## src/rtl/frame_serializer_pkg.sv

```systemverilog
// Shared definitions for the serial word link: default word width, FIFO depth
// and the transmitter state encoding.
package frame_serializer_pkg;

    localparam int BITS_DEFAULT  = 30;
    localparam int DEPTH_DEFAULT = 4;

    typedef enum logic {
        ST_IDLE  = 1'b0,
        ST_SHIFT = 1'b1
    } state_e;

endpackage

```

## src/rtl/frame_serializer_word_fifo.sv

```systemverilog
// Small synchronous word FIFO: registered pointers and count,
// combinational read data from the read pointer.
module word_fifo #(
    parameter  int W     = 30,
    parameter  int DEPTH = 4,
    localparam int AW    = $clog2(DEPTH)
) (
    input  logic          CLK,
    input  logic          RST,
    input  logic          push,
    input  logic [W-1:0]  din,
    input  logic          pop,
    output logic [W-1:0]  dout,
    output logic          full,
    output logic          empty,
    output logic [AW:0]   level
);

    logic [W-1:0]  mem_r [DEPTH];
    logic [AW-1:0] wr_ptr_r;
    logic [AW-1:0] rd_ptr_r;
    logic [AW:0]   cnt_r;
    logic          push_ok_s;
    logic          pop_ok_s;

    // A push while full is refused regardless of a simultaneous pop.
    assign push_ok_s = push & ~full;
    assign pop_ok_s  = pop & ~empty;

    assign full  = (cnt_r == (AW+1)'(DEPTH));
    assign empty = (cnt_r == (AW+1)'(0));
    assign level = cnt_r;
    assign dout  = mem_r[rd_ptr_r];

    // Storage, pointers (wrapping modulo DEPTH) and occupancy count.
    always_ff @(posedge CLK or negedge RST) begin
        if (!RST) begin
            for (int i = 0; i < DEPTH; i++) begin
                mem_r[i] <= '0;
            end
            wr_ptr_r <= '0;
            rd_ptr_r <= '0;
            cnt_r    <= '0;
        end else begin
            if (push_ok_s) begin
                mem_r[wr_ptr_r] <= din;
                wr_ptr_r        <= wr_ptr_r + AW'(1);
            end
            if (pop_ok_s) begin
                rd_ptr_r <= rd_ptr_r + AW'(1);
            end
            case ({push_ok_s, pop_ok_s})
                2'b10:   cnt_r <= cnt_r + (AW+1)'(1);
                2'b01:   cnt_r <= cnt_r - (AW+1)'(1);
                default: cnt_r <= cnt_r;
            endcase
        end
    end

endmodule

```

## src/rtl/frame_serializer.sv

```systemverilog
// Parallel-to-serial transmitter: buffers words in a FIFO and shifts each out
// MSB first, one bit per SHIFT_EN strobe, with no gap between words.
module frame_serializer
    import frame_serializer_pkg::*;
#(
    parameter  int BITS  = BITS_DEFAULT,
    parameter  int DEPTH = DEPTH_DEFAULT,
    localparam int LW    = $clog2(DEPTH) + 1,
    localparam int CW    = $clog2(BITS)
) (
    input  logic            CLK,
    input  logic            RST,
    input  logic [BITS-1:0] WORD_IN,
    input  logic            WORD_VALID,
    output logic            WORD_READY,
    input  logic            SHIFT_EN,
    output logic            BIT_OUT,
    output logic            FRAME_SOF,
    output logic            BUSY,
    output logic [LW-1:0]   FIFO_LEVEL
);

    state_e          state_r, state_n_s;
    logic [BITS-1:0] sreg_r, sreg_n_s;
    logic [CW-1:0]   cnt_r, cnt_n_s;
    logic            bit_r, bit_n_s;
    logic            sof_r, sof_n_s;
    logic            alive_r;
    logic            pop_s;
    logic            push_s;
    logic [BITS-1:0] fifo_dout_s;
    logic            fifo_full_s;
    logic            fifo_empty_s;
    logic [LW-1:0]   fifo_level_s;

    // alive_r keeps WORD_READY low until the first edge after reset release.
    assign WORD_READY = alive_r & ~fifo_full_s;
    assign push_s     = WORD_VALID & WORD_READY;
    assign BIT_OUT    = bit_r;
    assign FRAME_SOF  = sof_r;
    assign BUSY       = (state_r == ST_SHIFT);
    assign FIFO_LEVEL = fifo_level_s;

    word_fifo #(.W(BITS), .DEPTH(DEPTH)) u_fifo (
        .CLK   (CLK),
        .RST   (RST),
        .push  (push_s),
        .din   (WORD_IN),
        .pop   (pop_s),
        .dout  (fifo_dout_s),
        .full  (fifo_full_s),
        .empty (fifo_empty_s),
        .level (fifo_level_s)
    );

    // Next-state, shift register, bit counter and serial output decode.
    always_comb begin
        state_n_s = state_r;
        sreg_n_s  = sreg_r;
        cnt_n_s   = cnt_r;
        bit_n_s   = bit_r;
        sof_n_s   = sof_r;
        pop_s     = 1'b0;
        case (state_r)
            ST_IDLE: begin
                bit_n_s = 1'b0;
                sof_n_s = 1'b0;
                if (!fifo_empty_s) begin
                    pop_s     = 1'b1;
                    sreg_n_s  = fifo_dout_s;
                    cnt_n_s   = CW'(BITS - 1);
                    bit_n_s   = fifo_dout_s[BITS-1];
                    sof_n_s   = 1'b1;
                    state_n_s = ST_SHIFT;
                end else begin
                    state_n_s = ST_IDLE;
                end
            end
            ST_SHIFT: begin
                if (!SHIFT_EN) begin
                    state_n_s = ST_SHIFT;
                end else if (cnt_r != CW'(0)) begin
                    sreg_n_s = {sreg_r[BITS-2:0], 1'b0};
                    cnt_n_s  = cnt_r - CW'(1);
                    bit_n_s  = sreg_r[BITS-2];
                    sof_n_s  = 1'b0;
                end else if (!fifo_empty_s) begin
                    // Back-to-back: next word's MSB follows the last bit directly.
                    pop_s    = 1'b1;
                    sreg_n_s = fifo_dout_s;
                    cnt_n_s  = CW'(BITS - 1);
                    bit_n_s  = fifo_dout_s[BITS-1];
                    sof_n_s  = 1'b1;
                end else begin
                    bit_n_s   = 1'b0;
                    sof_n_s   = 1'b0;
                    state_n_s = ST_IDLE;
                end
            end
            default: begin
                bit_n_s   = 1'b0;
                sof_n_s   = 1'b0;
                state_n_s = ST_IDLE;
            end
        endcase
    end

    // State and datapath registers; reset drops any frame in flight.
    always_ff @(posedge CLK or negedge RST) begin
        if (!RST) begin
            state_r <= ST_IDLE;
            sreg_r  <= '0;
            cnt_r   <= '0;
            bit_r   <= 1'b0;
            sof_r   <= 1'b0;
            alive_r <= 1'b0;
        end else begin
            state_r <= state_n_s;
            sreg_r  <= sreg_n_s;
            cnt_r   <= cnt_n_s;
            bit_r   <= bit_n_s;
            sof_r   <= sof_n_s;
            alive_r <= 1'b1;
        end
    end

endmodule
```

## config.mk

```make
export PLATFORM = sky130hd
export DESIGN_NAME = frame_serializer
export DESIGN_NICKNAME = d
export VERILOG_FILES = /design/src/rtl/frame_serializer_pkg.sv /design/src/rtl/frame_serializer_word_fifo.sv /design/src/rtl/frame_serializer.sv
export SDC_FILE = /design/constraint.sdc
export NUM_CORES = 1
export LEC_CHECK = 0
export CORE_AREA = 2 2 108 189
export DETAILED_ROUTE_END_ITERATION = 8
export DIE_AREA = 0 0 110 191
export GPL_ROUTABILITY_DRIVEN = 0
export MAX_ROUTING_LAYER = met4
export PLACE_DENSITY_LB_ADDON = 0.2
export SLEW_MARGIN = 20
export SYNTH_ARGS = -nofsm -noshare
export SYNTH_HDL_FRONTEND = slang
export SYNTH_HIERARCHICAL = 1
export SYNTH_SLANG_ARGS = --single-unit
export TNS_END_PERCENT = 30
```

## constraint.sdc

```tcl
create_clock -name CLK -period 2.7 [get_ports CLK]
set_input_delay 0.405 -clock CLK [delete_from_list [all_inputs] [get_ports CLK]]
set_output_delay 0.405 -clock CLK [all_outputs]
set_load 0.01 [all_outputs]
```

# ---- Word-level counts from Yosys, hierarchy flattened
# Cells that the tools add are included.
dict set report totals {
  ff_bits 166
  output_inout_bits 7
  wordCells 66
}
dict set report classes {
  n_addsub 5
  magnitude_cmp 3
  n_eq_ne 4
  mux 28
  n_bitwise 9
  reduce_logical 4
}
# operator n
set ops {}
lappend ops {{30-bit 2-to-1 mux} 6}
lappend ops {{120-bit bitwise mux} 1}
lappend ops {{30-bit binary-select mux with 2-bit select} 1}
lappend ops {{30-bit demux with 2-bit select} 1}
lappend ops {{30-bit case mux with 2 select lines} 1}
lappend ops {{5-bit 2-to-1 mux} 3}
lappend ops {{5-bit case mux with 2 select lines} 1}
lappend ops {{1-bit 2-to-1 mux} 9}
lappend ops {{1-bit case mux with 2 select lines} 4}
lappend ops {{3-bit >= comparator, second input constant} 2}
lappend ops {{2-bit inverter with 3-bit output} 2}
lappend ops {{3-bit case mux with 2 select lines} 1}
lappend ops {{5-bit nonzero test} 1}
lappend ops {{5-bit by 1-bit subtractor with 5-bit output, second input constant} 1}
lappend ops {{2-bit by 1-bit adder with 2-bit output, second input constant} 2}
lappend ops {{1-bit AND} 4}
lappend ops {{3-bit by 1-bit adder with 3-bit output, second input constant} 1}
lappend ops {{3-bit == test, second input constant} 1}
lappend ops {{3-bit zero test} 1}
lappend ops {{3-bit by 1-bit less-than comparator with 1-bit output, second input constant} 1}
lappend ops {{1-bit inverter} 3}
lappend ops {{3-bit by 1-bit subtractor with 3-bit output, second input constant} 1}
lappend ops {{2-bit by 1-bit == test with 1-bit output, second input constant} 1}
lappend ops {{2-bit == test, second input constant} 1}
lappend ops {{other kinds (3)} 3}

# ---- Longest topological paths before layout
dict set report depth {
  depth_word 8
  ltp_mapped 13
}

# ---- Hierarchy
# Netlist, hierarchy kept.
# mod n_inst cells_per_inst area_per_inst_um2 seq_area_each_um2
set modules_own_cells {}
lappend modules_own_cells {word_fifo 1 329 5622.9 3178.0}
lappend modules_own_cells {frame_serializer 1 195 2072.0 950.9}

# ---- Worst setup path after synthesis
# Ideal clock, no wire load.
dict set report synth_path {
  path_type {register to register}
  from {reg cnt_r[0]}
  to {reg u_fifo.cnt_r[2], in the netlist u_fifo/level[2]}
  setup_time_ns 0.079
  arrival_ns 2.541
  required_time_ns 2.621
  slack_ns 0.080
  stages_incl_launch_ff 14
  period_less_slack_ns 2.620
  path_cell_list {dfrtp_1 > inv_1 > ha_1 > nor4b_4 > a31oi_1 > buf_2 > inv_1 > o31a_1 > ha_1 > inv_1 > fa_1 > xor2_1 > nor2_1 > xor2_1}
}
dict set report synth_between {
  elab_chain_cells 7
  word_cells_on_any_way 9
}
# element line_no
set synth_lines {}
lappend synth_lines {{from (decl)} frame_serializer.sv:25} ;# logic [CW-1:0] cnt_r, cnt_n_s;
lappend synth_lines {{from (signal assigned)} frame_serializer.sv:120} ;# cnt_r <= cnt_n_s;
lappend synth_lines {{5-bit nonzero test (*)} frame_serializer.sv:82} ;# end else if (cnt_r != CW'(0)) begin
lappend synth_lines {{1-bit 2-to-1 mux (*)} frame_serializer.sv:82}
lappend synth_lines {{1-bit 2-to-1 mux (*)} frame_serializer.sv:80} ;# if (!SHIFT_EN) begin
lappend synth_lines {{1-bit case mux with 2 select lines (*)} frame_serializer.sv:64} ;# case (state_r)
lappend synth_lines {{via pop_s} frame_serializer.sv:29} ;# logic pop_s;
lappend synth_lines {{1-bit AND (*)} frame_serializer_word_fifo.sv:28} ;# assign pop_ok_s = pop & ~empty;
lappend synth_lines {{via u_fifo.pop_ok_s} frame_serializer_word_fifo.sv:24} ;# logic pop_ok_s;
lappend synth_lines {{2-bit by 1-bit == test with 1-bit output / 2-bit == test (equally long branches)} frame_serializer_word_fifo.sv:52} ;# case ({push_ok_s, pop_ok_s})
lappend synth_lines {{3-bit case mux with 2 select lines / 2-bit nonzero test (equally long branches)} n/a}
lappend synth_lines {{to (signal assigned)} frame_serializer_word_fifo.sv:53} ;# 2'b10: cnt_r <= cnt_r + (AW+1)'(1);
lappend synth_lines {{to (signal assigned)} frame_serializer_word_fifo.sv:54} ;# 2'b01: cnt_r <= cnt_r - (AW+1)'(1);
lappend synth_lines {{to (signal assigned)} frame_serializer_word_fifo.sv:55} ;# default: cnt_r <= cnt_r;
lappend synth_lines {{to (decl)} frame_serializer_word_fifo.sv:22} ;# logic [AW:0] cnt_r;
# Mark *: on every way through the listed nets, which the timed path passes. The rest lies on a longest branch.
# A chain may end at the register's enable or synchronous reset.

# ---- Worst setup path after layout
# Ends and elaborated chain as after synthesis.

==> reports/metrics.cfg <==
[synthesis]
ys.flop_type = dfrtp_1
synth_area_um2 = 7690
synth_xor_area_share_pct = 0.683
synth-seq-area-share_pct = 53.7
yosysWarningCount = 6
yosysTopAreaCellShare_pct = 53.7
synthSimpleGateAreaFrac_pct = 2.68
synth_edf_count = 0
synth_mux_area_share_pct = 26.9
synthTopCellsByCount = dfrtp_1, mux2_2, inv_1
avgSynthCellArea_um2 = 14.7
synth_most_common_cell = dfrtp_1
synth_cells = 524
synth_top_family_by_area = multiplexers
synth-compound-area-share_pct = 9.20
ys_async_sr_fraction_pct = 100
yosysTopAreaCell = dfrtp_1
syn-num-nets = 565
synth.ff_latch_count = 165
synth-adder-area-share_pct = 1.24
synth.distinct_cells = 45
ys_top_cells_by_area = dfrtp_1, mux2_2, mux4_2

[min_path]
min_from = FRAME_SOF
hold_path.class = reg2reg

[cts]
cts.path.max_buffers = 2
clk-insertion-delay-late_ns = 0.43
clk_pin_slew_worst_paths_ns = 0.06
cts_sinks = 165
clock_tree.root_cell = clkbuf_16
cts_tree = done
cts-htree-levels = 4
numCtsBuffers = 17

[critical_path]
cp-end-kind = flop
crit_fanout = 5
cp.arrival_ns = 2.88
cp-start-kind = flop
required_ns = 3.05
crit_type = reg2reg
cp-startpoint = cnt_r[0]
regToRegStartpoint = cnt_r[0]

[grt]
overflow = 0
grt_pass1_vias = 5132
grt_pass1_wl_um = 27700
grtUsageTotal_pct = 18.2
grt_max_degree = 62
antenna_found_initial = 0

[timing]
relSlewSlack_pct = 61.3
setup-violations-final = 0
worstMarginPinSlew_ns = 0.581
layout_min_cycle_time_ns = 2.53
hold_viol = 0
setup_tns_ns = 0
fin_skew_ns = 0.00674
fmax_mhz = 395
rsz0062_at_grt = no
fin_ws_ns = 0.165
fin_hold_ws_ns = 0.487
slew_violations = 0
min_period_over_period_pct = 93.9

[floorplan]
die-area_um2 = 21000
fp.dieH_um = 191
rows = 68
die_x_um = 110
fp.coreArea_um2 = 19500
start_util_pct = 39.5
ios = 41

[power]
power.density_nw_per_um2 = 1180
p_total_mw = 10.7
peakVddDrop_v = 0.000603
cellLeakagePower_nw = 3.83

[placed_design]
port-buffer-count = 40
dp_worst_setup_slack_ns = 0.113
dpl.hpwl_um = 10800

[routing]
wl_um = 16800
viasPerCell = 5.61
drt_iter0_drc = 133
ant_nets = 0
drt-pass1-iter-count = 4
routed-via-count = 4620
route.detailed.drc = 0
wl_per_cell_um = 20.4

[layout]
antenna_cells = 0
post_route_cells_drive_above_1_share_pct = 42.4
syn_to_final_growth_pct = 18.2
num-nets-final = 607
fill_cells = 1712

[flow_run]
drv_cap = 0

[status]
status = completed

-- timing repair --
item	in CTS	in global routing
gates resized for setup	0	1
setup endpoints to repair	0	1
setup buffers	0	3
hold buffers	1	0
endpoints found under the hold margin	59	0
-- power breakdown --
part,switching [mW],internal [mW]
sequential,0.692,3.68
clock,0.947,1.80
combinational,1.48,2.13
-- flip-flops by register name (all words and copies together), names as in the netlist --
register / count
BIT_OUT: 1
BUSY: 1
FRAME_SOF: 1
alive_r: 1
cnt_r: 5
sreg_r: 29
u_fifo/level: 3
u_fifo/mem_r: 120
u_fifo/rd_ptr_r: 2
u_fifo/wr_ptr_r: 2
-- metal layers --
layer	up-vias	track usage, %	share of wire [%]
li1	2042	-	-
met1	2449	20.4	39
met2	91	30.4	54
met3	38	3.38	3.3
met4	0	9.20	4.1
met5	-	-	0
-- final cells by class --
| class | instances | area, um2 | area share, % |
|---|---|---|---|
| timing repair buffer | 65 | 679 | 7.47 |
| clock buffer | 22 | 474 | 5.21 |
| tap | 245 | 307 | 3.37 |
| clock inverter | 9 | 198 | 2.17 |
| sequential | 165 | 4130 | 45.4 |
| inverter | 40 | 150 | 1.65 |
| multi-input combinational | 277 | 3160 | 34.7 |
-- critical path, cell delays in order (launching register included) --
cell and delay (ns):
dfrtp_1 0.40, inv_1 0.11, ha_2 0.23, nor4b_4 0.24, a31oi_2 0.15, inv_1 0.08, o31a_1 0.19, ha_1 0.21
inv_1 0.06, fa_1 0.37, xor2_1 0.15, nor2_1 0.11, xor2_1 0.15
-- cell usage in the layout, fill, tap and decap left out, drive strengths merged, types with 3 or more instances in the layout --
master and instances:
mux4 30, nand2 13, xnor2 3, xor2 3
ha 6, dfrtp 165, nor2 7, mux2 121
clkbuf 22, buf 25, clkdlybuf4s50 39, mux2i 3
o221a 28, inv 40, o221ai 28, bufinv 6
-- cells by family after synthesis --
group,Yosys count
buf+inv,82
mux,154
other cells,1
compound gates,75
simple gates,34
xor+xnor,6
fa+ha+maj,7
flops,165
-- through the flow --
step,area [um2],cells,util [%]
global placement,8390,788,43.1
floorplan,7690,524,-
CTS,9070,820,46.6
finish,9100,823,46.7
detailed placement,8390,788,43.1
global route,9100,823,46.7
-- worst paths after layout --
| kind | endpoint | depth (start not counted) | slack [ns] |
|---|---|---|---|
| setup / recovery | u_fifo/level[2] | 12 | 0.17 |
| hold / removal | FRAME_SOF | 2 | 0.49 |
| min in group asynchronous | u_fifo/mem_r[8] | 2 | 0.52 |
| hold reg to reg | FRAME_SOF | 2 | 0.49 |
| max in group asynchronous | u_fifo/rd_ptr_r[0] | 3 | 1.41 |
| setup reg to reg | u_fifo/level[2] | 12 | 0.17 |
No activity file was read; power rests on OpenSTA's default activity.
